`src/rtl/mem_stage_pkg.sv`:
```
// Shared types and constants for the memory-access pipeline stage.
// Purpose: encodings and helpers; no logic of its own.
package mem_stage_pkg;

    typedef enum logic [1:0] {
        IDLE = 2'd0,
        REQ  = 2'd1,
        WAIT = 2'd2
    } state_e;

    localparam logic [2:0] LB  = 3'b000;
    localparam logic [2:0] LH  = 3'b001;
    localparam logic [2:0] LW  = 3'b010;
    localparam logic [2:0] LD  = 3'b011;
    localparam logic [2:0] LBU = 3'b100;
    localparam logic [2:0] LHU = 3'b101;
    localparam logic [2:0] LWU = 3'b110;

    localparam logic [3:0] CAUSE_NONE             = 4'd0;
    localparam logic [3:0] CAUSE_LOAD_MISALIGNED  = 4'd4;
    localparam logic [3:0] CAUSE_STORE_MISALIGNED = 4'd6;

    // func3[1:0] is the log2 of the access size in bytes
    function automatic logic [7:0] size_mask(input logic [1:0] size);
        case (size)
            2'b00:   return 8'h01;
            2'b01:   return 8'h03;
            2'b10:   return 8'h0F;
            default: return 8'hFF;
        endcase
    endfunction

    function automatic logic is_misaligned(input logic [1:0] size, input logic [2:0] offset);
        case (size)
            2'b00:   return 1'b0;
            2'b01:   return offset[0];
            2'b10:   return |offset[1:0];
            default: return |offset;
        endcase
    endfunction

endpackage

```
`src/rtl/load_align.sv`:
```
// Extracts the addressed bytes from a cache doubleword and sign/zero-extends them.
// Latency: combinational. Backpressure: none.
// Backpressure: not applicable, pure datapath.
module load_align
    import mem_stage_pkg::*;
(
    input  logic [63:0] rdata,
    input  logic [2:0]  offset,
    input  logic [2:0]  func3,
    output logic [63:0] data
);

    logic [63:0] shifted;

    always_comb begin
        shifted = rdata >> {offset, 3'b000};
        case (func3)
            LB:      data = {{56{shifted[7]}},  shifted[7:0]};
            LH:      data = {{48{shifted[15]}}, shifted[15:0]};
            LW:      data = {{32{shifted[31]}}, shifted[31:0]};
            LD:      data = shifted;
            LBU:     data = {56'd0, shifted[7:0]};
            LHU:     data = {48'd0, shifted[15:0]};
            LWU:     data = {32'd0, shifted[31:0]};
            default: data = shifted;
        endcase
    end

endmodule

```
`src/rtl/memory_stage.sv`:
```
// Memory-access stage: issues cache load/store requests and holds the MEM/WB register.
// Latency: 1 cycle for non-memory ops, >= 3 cycles for aligned memory ops.
// Backpressure: o_stall_mem freezes upstream stages until the cache responds.
module memory_stage
    import mem_stage_pkg::*;
#(
    parameter int ADDR_WIDTH = 64,
    parameter int DATA_WIDTH = 64,
    parameter int REG_ADDR_W = 5
) (
    input  logic                  i_clk,
    input  logic                  i_rst,
    input  logic                  i_valid,
    input  logic [ADDR_WIDTH-1:0] i_pc_plus4,
    input  logic [ADDR_WIDTH-1:0] i_pc_target_addr,
    input  logic [DATA_WIDTH-1:0] i_alu_result,
    input  logic [DATA_WIDTH-1:0] i_write_data,
    input  logic [DATA_WIDTH-1:0] i_imm_ext,
    input  logic [REG_ADDR_W-1:0] i_rd_addr,
    input  logic [2:0]            i_result_src,
    input  logic [2:0]            i_func3,
    input  logic                  i_mem_re,
    input  logic                  i_mem_we,
    input  logic                  i_reg_we,
    input  logic                  i_ecall_instr,
    output logic                  o_stall_mem,
    output logic                  o_dc_req_valid,
    input  logic                  i_dc_req_ready,
    output logic [ADDR_WIDTH-1:0] o_dc_addr,
    output logic                  o_dc_we,
    output logic [DATA_WIDTH-1:0] o_dc_wdata,
    output logic [7:0]            o_dc_be,
    input  logic                  i_dc_resp_valid,
    input  logic [DATA_WIDTH-1:0] i_dc_rdata,
    output logic [ADDR_WIDTH-1:0] o_pc_plus4,
    output logic [ADDR_WIDTH-1:0] o_pc_target_addr,
    output logic [DATA_WIDTH-1:0] o_alu_result,
    output logic [DATA_WIDTH-1:0] o_read_data,
    output logic [DATA_WIDTH-1:0] o_imm_ext,
    output logic [REG_ADDR_W-1:0] o_rd_addr,
    output logic [2:0]            o_result_src,
    output logic                  o_reg_we,
    output logic                  o_ecall_instr,
    output logic [3:0]            o_cause
);

    state_e                state;
    logic [2:0]            offset;
    logic                  mem_op;
    logic                  misaligned;
    logic                  aligned_op;
    logic                  resp_take;
    logic [DATA_WIDTH-1:0] load_data;

    assign offset     = i_alu_result[2:0];
    assign mem_op     = i_valid & (i_mem_re | i_mem_we);
    assign misaligned = mem_op & is_misaligned(i_func3[1:0], offset);
    assign aligned_op = mem_op & ~misaligned;
    assign resp_take  = (state == WAIT) & i_dc_resp_valid;

    assign o_stall_mem = ((state == IDLE) & aligned_op)
                       | (state == REQ)
                       | ((state == WAIT) & ~i_dc_resp_valid);

    load_align u_load_align (
        .rdata  (i_dc_rdata),
        .offset (offset),
        .func3  (i_func3),
        .data   (load_data)
    );

    // Request fields are captured once on leaving IDLE so they stay stable in REQ
    always_ff @(posedge i_clk) begin
        if (i_rst) begin
            state          <= IDLE;
            o_dc_req_valid <= 1'b0;
            o_dc_addr      <= '0;
            o_dc_we        <= 1'b0;
            o_dc_wdata     <= '0;
            o_dc_be        <= '0;
        end else begin
            case (state)
                IDLE: begin
                    if (aligned_op) begin
                        state          <= REQ;
                        o_dc_req_valid <= 1'b1;
                        o_dc_addr      <= {i_alu_result[ADDR_WIDTH-1:3], 3'b000};
                        o_dc_we        <= i_mem_we;
                        o_dc_wdata     <= i_mem_we ? (i_write_data << {offset, 3'b000}) : '0;
                        o_dc_be        <= size_mask(i_func3[1:0]) << offset;
                    end
                end
                REQ: begin
                    if (i_dc_req_ready) begin
                        state          <= WAIT;
                        o_dc_req_valid <= 1'b0;
                        o_dc_addr      <= '0;
                        o_dc_we        <= 1'b0;
                        o_dc_wdata     <= '0;
                        o_dc_be        <= '0;
                    end
                end
                WAIT: begin
                    if (i_dc_resp_valid) begin
                        state <= IDLE;
                    end
                end
                default: state <= IDLE;
            endcase
        end
    end

    // A stalled or empty slot becomes a bubble so WB never repeats a write or ecall
    always_ff @(posedge i_clk) begin
        if (i_rst || o_stall_mem || !i_valid) begin
            o_pc_plus4       <= '0;
            o_pc_target_addr <= '0;
            o_alu_result     <= '0;
            o_read_data      <= '0;
            o_imm_ext        <= '0;
            o_rd_addr        <= '0;
            o_result_src     <= '0;
            o_reg_we         <= 1'b0;
            o_ecall_instr    <= 1'b0;
            o_cause          <= CAUSE_NONE;
        end else begin
            o_pc_plus4       <= i_pc_plus4;
            o_pc_target_addr <= i_pc_target_addr;
            o_alu_result     <= i_alu_result;
            o_read_data      <= (resp_take & i_mem_re) ? load_data : '0;
            o_imm_ext        <= i_imm_ext;
            o_rd_addr        <= i_rd_addr;
            o_result_src     <= i_result_src;
            o_reg_we         <= i_reg_we & ~misaligned;
            o_ecall_instr    <= i_ecall_instr;
            if (misaligned) begin
                o_cause <= i_mem_we ? CAUSE_STORE_MISALIGNED : CAUSE_LOAD_MISALIGNED;
            end else begin
                o_cause <= CAUSE_NONE;
            end
        end
    end

endmodule

```
`config.mk`:
```
export PLATFORM = sky130hd
export DESIGN_NAME = memory_stage
export DESIGN_NICKNAME = d
export VERILOG_FILES = /design/src/rtl/mem_stage_pkg.sv /design/src/rtl/load_align.sv /design/src/rtl/memory_stage.sv
export SDC_FILE = /design/constraint.sdc
export NUM_CORES = 1
export LEC_CHECK = 0
export CORE_AREA = 2 2 337 339
export CTS_CLUSTER_DIAMETER = 100
export DETAILED_ROUTE_END_ITERATION = 6
export DIE_AREA = 0 0 339 341
export GPL_TIMING_DRIVEN = 0
export HOLD_SLACK_MARGIN = 0.05
export SETUP_SLACK_MARGIN = 0.02
export SYNTH_ARGS = -nofsm -noshare
export SYNTH_HDL_FRONTEND = slang
export SYNTH_SLANG_ARGS = --single-unit
```
`constraint.sdc`:
```
create_clock -name i_clk -period 2.6 [get_ports i_clk]
set_clock_uncertainty 0.2 [all_clocks]
set_input_delay 0.52 -clock i_clk [delete_from_list [all_inputs] [get_ports i_clk]]
set_output_delay 0.52 -clock i_clk [all_outputs]
set_load 0.02 [all_outputs]
```
==> results of run 1 <==
sequential cells by signal, summed over array words and instances, names as in the netlist:
register          cells
o_alu_result         64
o_cause               2
o_dc_addr            61
o_dc_be               8
o_dc_req_valid        1
o_dc_wdata           64
o_dc_we               1
o_ecall_instr         1
o_imm_ext            64
o_pc_plus4           64
o_pc_target_addr     64
o_rd_addr             5
o_read_data          64
o_reg_we              1
o_result_src          3
state                 2
final cells by class:
type                            instances  area [um^2]  share of cell area
Sequential cell                       469         9390               0.307
Clock buffer                           82         1750              0.0570
Clock inverter                         34          453              0.0148
Buffer                                138          891              0.0291
Tap cell                             1500         1880              0.0613
Multi-Input combinational cell        908         7490               0.244
Antenna cell                           12         30.0            0.000981
Inverter                                9         33.8             0.00110
Timing Repair Buffer                  875         8720               0.285
synth_stat cells (3+ instances only):
cell type / number
nor2_1: 25
a31oi_1: 16
o22ai_1: 3
and3_1: 8
o2bb2ai_1: 49
nand3_1: 6
buf_1: 3
a41oi_2: 30
nand2b_1: 12
a32o_1: 14
a22o_1: 84
and2_1: 267
o211ai_1: 3
mux2i_1: 159
o21ai_0: 24
inv_1: 7
a2bb2oi_1: 3
buf_2: 66
nor2b_1: 9
nor3_1: 8
buf_6: 21
a21o_1: 9
mux4_2: 35
clkbuf_1: 27
a21oi_1: 17
mux2_2: 17
a221o_1: 5
dfxtp_1: 469
nand2_1: 70
buf_4: 20
metal layers:
layer | global-route usage | share of wire
met5 | 0 | 0.00048
met4 | 0.0600 | 0.034
met3 | 0.0526 | 0.084
met2 | 0.314 | 0.49
met1 | 0.212 | 0.39
critical path: stages:
cell           delay (ns)
dlygate4sd2_1        0.41
inv_2                0.14
o2111ai_4            0.31
buf_4                0.18
nand4_2              0.44
clkbuf_1             0.40
a31oi_1              0.43
where the power goes:
| group | internal [mW] | leakage [nW] | total [mW] | switching, mW |
|---|---|---|---|---|
| combinational | 1.50 | 6.86 | 3.14 | 1.65 |
| sequential | 7.45 | 3.82 | 7.55 | 0.102 |
| clock | 5.39 | 1.08 | 9.15 | 3.76 |
| total | 14.3 | 11.8 | 19.8 | 5.51 |
final timing paths:
check / start / to / slack, ns / cells after the start
hold / removal: i_mem_we / o_dc_wdata[39] / 0.16 / 2
setup reg to reg: state[0] / o_read_data[23] / 0.10 / 5
hold reg to reg: o_dc_we / o_dc_we / 0.26 / 2
setup / recovery: i_func3[0] / o_read_data[23] / 0.07 / 7
cells by family (layout without fill, tap and decap cells):
kind of cell | count (synthesis) | count (layout)
flip-flops | 469 | 469
buffers and inverters | 148 | 1138
other | 1 | 17
AND/OR/NAND/NOR | 418 | 418
multiplexers | 212 | 212
AO/OA/AOI/OAI | 273 | 273
cell usage in the layout, fill, tap and decap left out, types with 17 or more instances in the layout:
master and instances:
a22o_1 84, a41oi_2 30, and2_1 267, buf_2 61, buf_4 29, buf_6 23
clkbuf_1 28, clkbuf_16 61, clkdlybuf4s50_1 838, dfxtp_1 469, dlygate4sd2_1 29, mux2_2 17
mux2i_1 159, mux4_2 35, nand2_1 70, nor2_1 23, o21ai_0 24, o2bb2ai_1 49
what timing repair did:
| item | 4_1_cts | 5_1_grt |
|---|---|---|
| pin swaps | 3 | 0 |
| hold buffers | 1 | 0 |
| endpoints found under the setup margin | 251 | 3 |
| setup buffers | 4 | 0 |
| gates resized for setup | 59 | 5 |
| hold endpoints to repair | 1 | 0 |
through the flow:
| step | TNS [ns] | hold slack [ns] | cells |
|---|---|---|---|
| 3_5_place_dp | -353.22 | 0.251 | 3895 |
| 3_3_place_gp | -350.63 | 0.234 | 3895 |
| 6_report | 0 | 0.158 | 4027 |
| 5_1_grt | -0.0244 | 0.120 | 4017 |
| 4_1_cts | -0.00118 | 0.111 | 4015 |
| 2_1_floorplan | 0 | 0.333 | 1525 |
==> results.sh, run 1 <==
export IMPL_outcome="complete, no violations"
export IMPL_wl_um=109000
export IMPL_yosys_area_top_type_share=0.530
export IMPL_fin_crit_sh=0.975
export IMPL_syn_avg_cell_area_um2=11.6
export IMPL_slew_violations=0
export IMPL_ant_nets=0
export IMPL_track_usage=0.181
export IMPL_cp_data_arrival_time_ns=2.85
export IMPL_portBuffers=870
export IMPL_setup_ws_ns=0.0654
export IMPL_grt_pass1_vias=16600
export IMPL_rows=123
export IMPL_area_growth_pct=72.9
export IMPL_grt_pass1_wl_um=145000
export IMPL_synth_compound_area_frac=0.139
export IMPL_endpoint_kind="register"
export IMPL_cts_htree_levels=2
export IMPL_synth_adder_area_share=0
export IMPL_drive_gt1_frac=0.131
export IMPL_synth_simple_area_share=0.135
export IMPL_viasPerCell=4.06
export IMPL_max_freq_ghz=0.395
export IMPL_clk_pin_slew_worst_paths_ns=0.07
export IMPL_relSlewSlack=0.387
export IMPL_synth_mux_area_frac=0.146
export IMPL_hold_path_class="input port to register"
export IMPL_worst_pin_slew_ns=0.910
export IMPL_drc=0
export IMPL_ys_async_sr_fraction=0
export IMPL_peakVddDrop_v=0.000572
export IMPL_gp_congestion=0.912
export IMPL_wire_per_inst_um=27.1
export IMPL_num_fill_cells=11800
export IMPL_crit_fanout=10
export IMPL_ys_seq_elements=469
export IMPL_ios=877
export IMPL_p_per_area_nw_per_um2=648
export IMPL_die_y_um=341
export IMPL_clock_latency_ns=0.65
export IMPL_cts_inserted_buffers=61
export IMPL_cts_sinks=469
export IMPL_start_util=0.158
export IMPL_grt_max_degree=20
export IMPL_dp_slack_ns=-1.45
export IMPL_final_core_util=0.274
export IMPL_synth_top_family_by_area="multiplexers"
export IMPL_ys_warn_count=0
export IMPL_rsz0062_at_grt="yes"
export IMPL_overflow=0
export IMPL_nets=2866
export IMPL_clock_path_buffers=3
export IMPL_placed_area_um2=28300
export IMPL_seq_area_frac_synth=0.530
export IMPL_postSynthCellCount=1521
export IMPL_startpoint_type="input port"
export IMPL_synthXorXnorAreaFrac=0
export IMPL_dieArea_um2=116000
export IMPL_power_mw=19.8
export IMPL_crit_required_ns=2.92
export IMPL_coreArea_um2=112000
export IMPL_drt_iter0_drc=1102
export IMPL_cts_root_buf="clkbuf_16"
export IMPL_finalHoldViolations=0
export IMPL_synth_edf_count=0
export IMPL_synth_cell_area_um2=17700
export IMPL_crit_type="input port to register"
export IMPL_vias=16300
export IMPL_period_minus_slack_ns=2.53
export IMPL_fp_dieW_um=339
export IMPL_p_leak_nw=11.8
export IMPL_synth_top_cells_by_area="dfxtp_1, and2_1, mux2i_1, mux4_2, a22o_1"
export IMPL_cts_tree="built"
export IMPL_dpl_hpwl_um=90200
export IMPL_ys_types=58
export IMPL_synth_area_leader_cell="dfxtp_1"
export IMPL_finalSetupViolations=0
export IMPL_antenna_found_initial=28
export IMPL_dr_pass1_iters=5
export IMPL_stdcell_area_um2=30600
export IMPL_synth_flop_cell="dfxtp_1"
export IMPL_maxCapViolCount=0
Power figures use the tool's default switching activity.
==> inputs of run 2 (changes only) <==
- CAP_MARGIN: default -> 30
==> run 2 against run 1 <==
Net effect: routed wire length about the same; final area is 0.27% lower; flip-flop and latch count is the same; critical path depth rose by 1; final cell count shrank 0.30%; sequential power about the same; sequential share of layout area grew 0.084 points; critical path type unchanged; critical endpoint is now o_read_data[39]; highest routed layer unchanged.
==> results.sh, run 2 (synthesis results as in run 1) <==
export IMPL_dr_pass1_iters=5
export IMPL_sequentialPowerShare=0.383
export IMPL_cts_sinks=469
export IMPL_cts_tree="built"
export IMPL_ios=877
export IMPL_p_sw_frac=0.274
export IMPL_relSlewSlack=0.394
export IMPL_coreArea_um2=112000
export IMPL_final_cell_mix="clkdlybuf4s50_1, dfxtp_1, and2_1, mux2i_1, a22o_1"
export IMPL_nets=2864
export IMPL_vias=16300
export IMPL_p_leak_nw=11.7
export IMPL_hp_start="i_mem_we"
export IMPL_clock_latency_ns=0.63
export IMPL_endpoint_kind="register"
export IMPL_reg2reg_to="o_imm_ext[62]"
export IMPL_gp_congestion=0.912
export IMPL_place_inst=3896
export IMPL_crit_type="input port to register"
export IMPL_period_minus_slack_ns=2.53
export IMPL_finalSetupViolations=0
export IMPL_drt_iter0_drc=1104
export IMPL_clk_pin_slew_worst_paths_ns=0.06
export IMPL_worstRegToRegCells=8
export IMPL_cts_htree_levels=2
export IMPL_wl_um=109000
export IMPL_start_util=0.158
export IMPL_max_freq_ghz=0.395
export IMPL_grt_max_degree=17
export IMPL_outcome="complete, no violations"
export IMPL_hold_path_class="input port to register"
export IMPL_track_usage=0.181
export IMPL_slew_violations=0
export IMPL_tns_ns=0
export IMPL_crit_fanout=10
export IMPL_cts_root_buf="clkbuf_16"
export IMPL_area_growth_pct=72.5
export IMPL_wire_per_inst_um=27.2
export IMPL_crit_required_ns=2.96
export IMPL_crit_reg2reg_launch="state[1]"
export IMPL_min_to="o_cause[1]"
export IMPL_p_int_mw=14.3
export IMPL_power_frac_comb=0.159
export IMPL_clock_path_buffers=3
export IMPL_hold_buffers=0
export IMPL_rsz0062_at_grt="no"
export IMPL_cts_inserted_buffers=61
export IMPL_antenna_found_initial=31
export IMPL_fin_crit_sh=0.973
export IMPL_grt_pass1_wl_um=145000
export IMPL_drc=0
export IMPL_min_delay_path_depth=2
export IMPL_cp_data_arrival_time_ns=2.89
export IMPL_viasPerCell=4.07
export IMPL_die_y_um=341
export IMPL_clockPowerShare=0.458
export IMPL_worst_pin_slew_ns=0.906
export IMPL_fin_cells=4015
export IMPL_peakVddDrop_v=0.000437
export IMPL_dpl_hpwl_um=90100
export IMPL_startpoint_type="input port"
export IMPL_p_per_area_nw_per_um2=646
export IMPL_ant_nets=0
export IMPL_dieArea_um2=116000
export IMPL_portBuffers=870
export IMPL_fp_dieW_um=339
export IMPL_p_sw_mw=5.40
export IMPL_grt_pass1_vias=16600
export IMPL_maxCapViolCount=0
export IMPL_rows=123
export IMPL_finalHoldViolations=0
export IMPL_final_core_util=0.273
export IMPL_overflow=0
export IMPL_drive_gt1_frac=0.128
export IMPL_final_common_cell="clkdlybuf4s50_1"
export IMPL_r2r_setup_slack_ns=0.27
[run 2: cell count changes in the layout (fill, tap and decap cells not counted), moves of 3 or more]
cell and delta:
clkinv_2 -3, dlygate4sd2_1 -7, clkdlybuf4s50_1 +7, clkinv_4 -3, inv_6 +6, clkbuf_8 -7, diode_2 -6, buf_4 -3
clkbuf_1 +5
[run 2: per-stage QoR]
step	hold slack (ns)	cell area [um^2]	worst slack [ns]	power, mW
after floorplan	0.333	17700	0.350	8.97
after global placement	0.234	28300	-1.48	10.8
after detailed placement	0.248	28300	-1.46	10.8
after CTS	0.0724	30500	0.0204	20.0
after global routing	0.0807	30500	0.0204	20.4
final	0.139	30500	0.0699	19.7
[run 2: how the worst max path moves through the flow]
stage | slack (ns) | cells past startpoint | startpoint | end
6_report | 0.07 | 8 | i_alu_result[0] | o_read_data[39]
5_1_grt | 0.02 | 7 | i_alu_result[0] | o_dc_wdata[17]
4_1_cts | 0.02 | 1 | o_pc_target_addr[61] | o_pc_target_addr[61]
3_5_place_dp | -1.46 | 7 | i_alu_result[0] | o_dc_be[1]
3_3_place_gp | -1.48 | 7 | i_alu_result[0] | o_dc_be[7]
2_1_floorplan | 0.35 | 5 | i_mem_we | o_stall_mem
[run 2: final cells by class]
class                      instances  area [um^2]
antenna                            6         15.0
buffer                           138          888
clock buffer                      79         1660
clock inverter                    33          460
fill                           11800        81300
inverter                           9         33.8
multi-input combinational        908         7500
sequential                       469         9390
tap                             1500         1880
timing repair buffer             873         8700
[run 2: repair_timing]
action	CTS	global route
pin swaps	3	0
setup endpoints to repair	284	16
buffers inserted	2	0
gates resized for setup	51	7
[run 2: power groups by stage]
stage	combinational [mW]	sequential (mW)	clock, mW
floorplan	0.957	8.01	0
global route	3.29	7.57	9.55
detailed placement	3.14	7.70	0
CTS	3.17	7.55	9.30
global placement	3.15	7.70	0
finish	3.14	7.55	9.03
[run 2: per-layer routing]
layer  vias to the layer above  wire length (um)  global-route usage
met5                         -                37                   0
met4                         6              3610              0.0547
met3                       170              8690              0.0500
met2                       883             53400               0.316
met1                      7998             43300               0.215
li1                       7281                 -                   -
[run 2: worst max-delay path, cell delays in order]
cell,delay (ns)
dlygate4sd2_1,0.38
buf_6,0.24
buf_4,0.28
buf_4,0.26
buf_4,0.26
mux2i_1,0.50
nand2_1,0.18
a41oi_2,0.25
==> inputs of run 3 (changes only) <==
- CAP_MARGIN: 30 -> 20
==> run 3 against run 2 <==
Net effect: clock power rose by 1%; total power increased by 0.52%; global-route usage about the same; hold slack improved by 0.022 ns; flip-flop and latch count unchanged; core utilization increased by 0.079 points; largest cell class unchanged; routed wire length is essentially flat; sequential power barely moved; largest power group unchanged; non-clock buffer count is 3 higher.
==> results.sh, run 3 (synthesis results as in run 1) <==
export IMPL_outcome="complete, no violations"
export IMPL_cp_data_arrival_time_ns=2.90
export IMPL_top_layer="met5"
export IMPL_reg2reg_to="o_read_data[23]"
export IMPL_dieArea_um2=116000
export IMPL_die_y_um=341
export IMPL_antenna_found_initial=28
export IMPL_portBuffers=870
export IMPL_routed_wl_met2_um=53200
export IMPL_placed_area_um2=28300
export IMPL_ff_latch_area_um2=9390
export IMPL_stdcell_area_um2=30600
export IMPL_ios=877
export IMPL_gp_congestion=0.912
export IMPL_drt_met1_wl_um=43300
export IMPL_maxCapViolCount=0
export IMPL_crit_fanout=10
export IMPL_crit_type="input port to register"
export IMPL_final_cell_mix="clkdlybuf4s50_1, dfxtp_1, and2_1, mux2i_1, a22o_1"
export IMPL_wl_um=109000
export IMPL_track_usage=0.181
export IMPL_r2r_setup_slack_ns=0.08
export IMPL_finalSetupViolations=0
export IMPL_fp_dieW_um=339
export IMPL_num_fill_cells=11800
export IMPL_clk_pin_slew_worst_paths_ns=0.07
export IMPL_min_delay_path_depth=2
export IMPL_cts_root_buf="clkbuf_16"
export IMPL_max_freq_ghz=0.387
export IMPL_fin_crit_sh=0.995
export IMPL_finalHoldViolations=0
export IMPL_cts_sinks=469
export IMPL_grt_pass1_wl_um=145000
export IMPL_rows=123
export IMPL_clock_path_buffers=3
export IMPL_peakVddDrop_v=0.000571
export IMPL_slew_violations=0
export IMPL_drive_gt1_frac=0.131
export IMPL_route_met3_wl_um=8690
export IMPL_power_mw=19.8
export IMPL_endpoint_kind="register"
export IMPL_crit_required_ns=2.91
export IMPL_hold_path_class="input port to register"
export IMPL_final_common_cell="clkdlybuf4s50_1"
export IMPL_p_leak_nw=11.8
export IMPL_worst_pin_slew_ns=0.831
export IMPL_drt_iter0_drc=1066
export IMPL_p_per_area_nw_per_um2=647
export IMPL_nets=2867
export IMPL_crit_reg2reg_launch="state[0]"
export IMPL_dr_pass1_iters=5
export IMPL_grt_pass1_vias=16600
export IMPL_cts_inserted_buffers=61
export IMPL_dpl_hpwl_um=90200
export IMPL_cts_htree_levels=2
export IMPL_multiInputGateArea_um2=7490
export IMPL_ant_nets=0
export IMPL_overflow=0
export IMPL_worstRegToRegCells=5
export IMPL_relSlewSlack=0.446
export IMPL_grt_max_degree=20
export IMPL_wire_per_inst_um=27.1
export IMPL_vias=16300
export IMPL_viasPerCell=4.05
export IMPL_area_growth_pct=73.0
export IMPL_coreArea_um2=112000
export IMPL_rsz0062_at_grt="yes"
export IMPL_startpoint_type="input port"
export IMPL_clock_latency_ns=0.65
export IMPL_period_minus_slack_ns=2.59
export IMPL_cts_tree="built"
export IMPL_drc=0
export IMPL_min_to="o_dc_wdata[39]"
export IMPL_hp_start="i_mem_we"
export IMPL_start_util=0.158
## run 3: cell types whose count changed in the layout (fill, tap and decap cells not counted), sizes merged, moves of 3 or more
cell	change
clkdlybuf4s50	-7
inv	-7
dlygate4sd2	+7
clkinv	+10
diode	+5
clkbuf	+3
## run 3: report_power, final
part | switching (mW) | internal, mW | total (mW)
registers | 0.102 | 7.45 | 7.55
clock network | 3.74 | 5.39 | 9.13
logic | 1.65 | 1.50 | 3.15
total | 5.49 | 14.3 | 19.8
## run 3: worst max-delay path by stage
| stage | end | slack (ns) | startpoint |
|---|---|---|---|
| after detailed placement | o_dc_be[1] | -1.45 | i_alu_result[0] |
| after floorplan | o_stall_mem | 0.35 | i_mem_we |
| after CTS | o_stall_mem | -0.001 | state[1] |
| after global placement | o_dc_be[7] | -1.48 | i_alu_result[0] |
| final | o_read_data[23] | 0.01 | i_func3[0] |
| after global routing | o_stall_mem | -0.01 | state[1] |
## run 3: metrics by stage
stage	setup WS [ns]	hold WS, ns	util	TNS [ns]	cells
floorplan	0.350	0.333	-	0	1525
global route	-0.0142	0.120	0.274	-0.0244	4018
finish	0.0138	0.161	0.274	0	4027
detailed placement	-1.45	0.251	0.253	-353.22	3895
CTS	-0.00118	0.111	0.273	-0.00118	4015
global placement	-1.48	0.234	0.253	-350.63	3895
## run 3: worst max-delay path: stages
cell	delay [ns]
dlygate4sd2_1	0.43
inv_2	0.14
o2111ai_4	0.32
buf_4	0.18
nand4_2	0.45
clkbuf_1	0.40
a31oi_1	0.44
## run 3: per-layer routing
layer | GRT usage | vias to the layer above
met1 | 0.212 | 7967
li1 | - | 7300
met4 | 0.0600 | 8
met3 | 0.0526 | 168
met5 | 0 | -
met2 | 0.314 | 873
## run 3: what timing repair did
item | in CTS | in global routing
hold buffers | 1 | 0
endpoints found under the setup margin | 251 | 3
gates resized for setup | 59 | 5
hold endpoints to repair | 1 | 0
pin swaps | 3 | 0
buffers inserted | 4 | 0
## run 3: layout make-up
| cell class | count | share of cell area |
|---|---|---|
| well taps | 1500 | 0.0613 |
| clock inverters | 34 | 0.0148 |
| multi-input cells | 908 | 0.244 |
| repair buffers | 876 | 0.285 |
| plain buffers | 138 | 0.0291 |
| inverters | 9 | 0.00110 |
| clock buffers | 82 | 0.0570 |
| flip-flops and latches | 469 | 0.307 |
| diodes | 11 | 0.000899 |
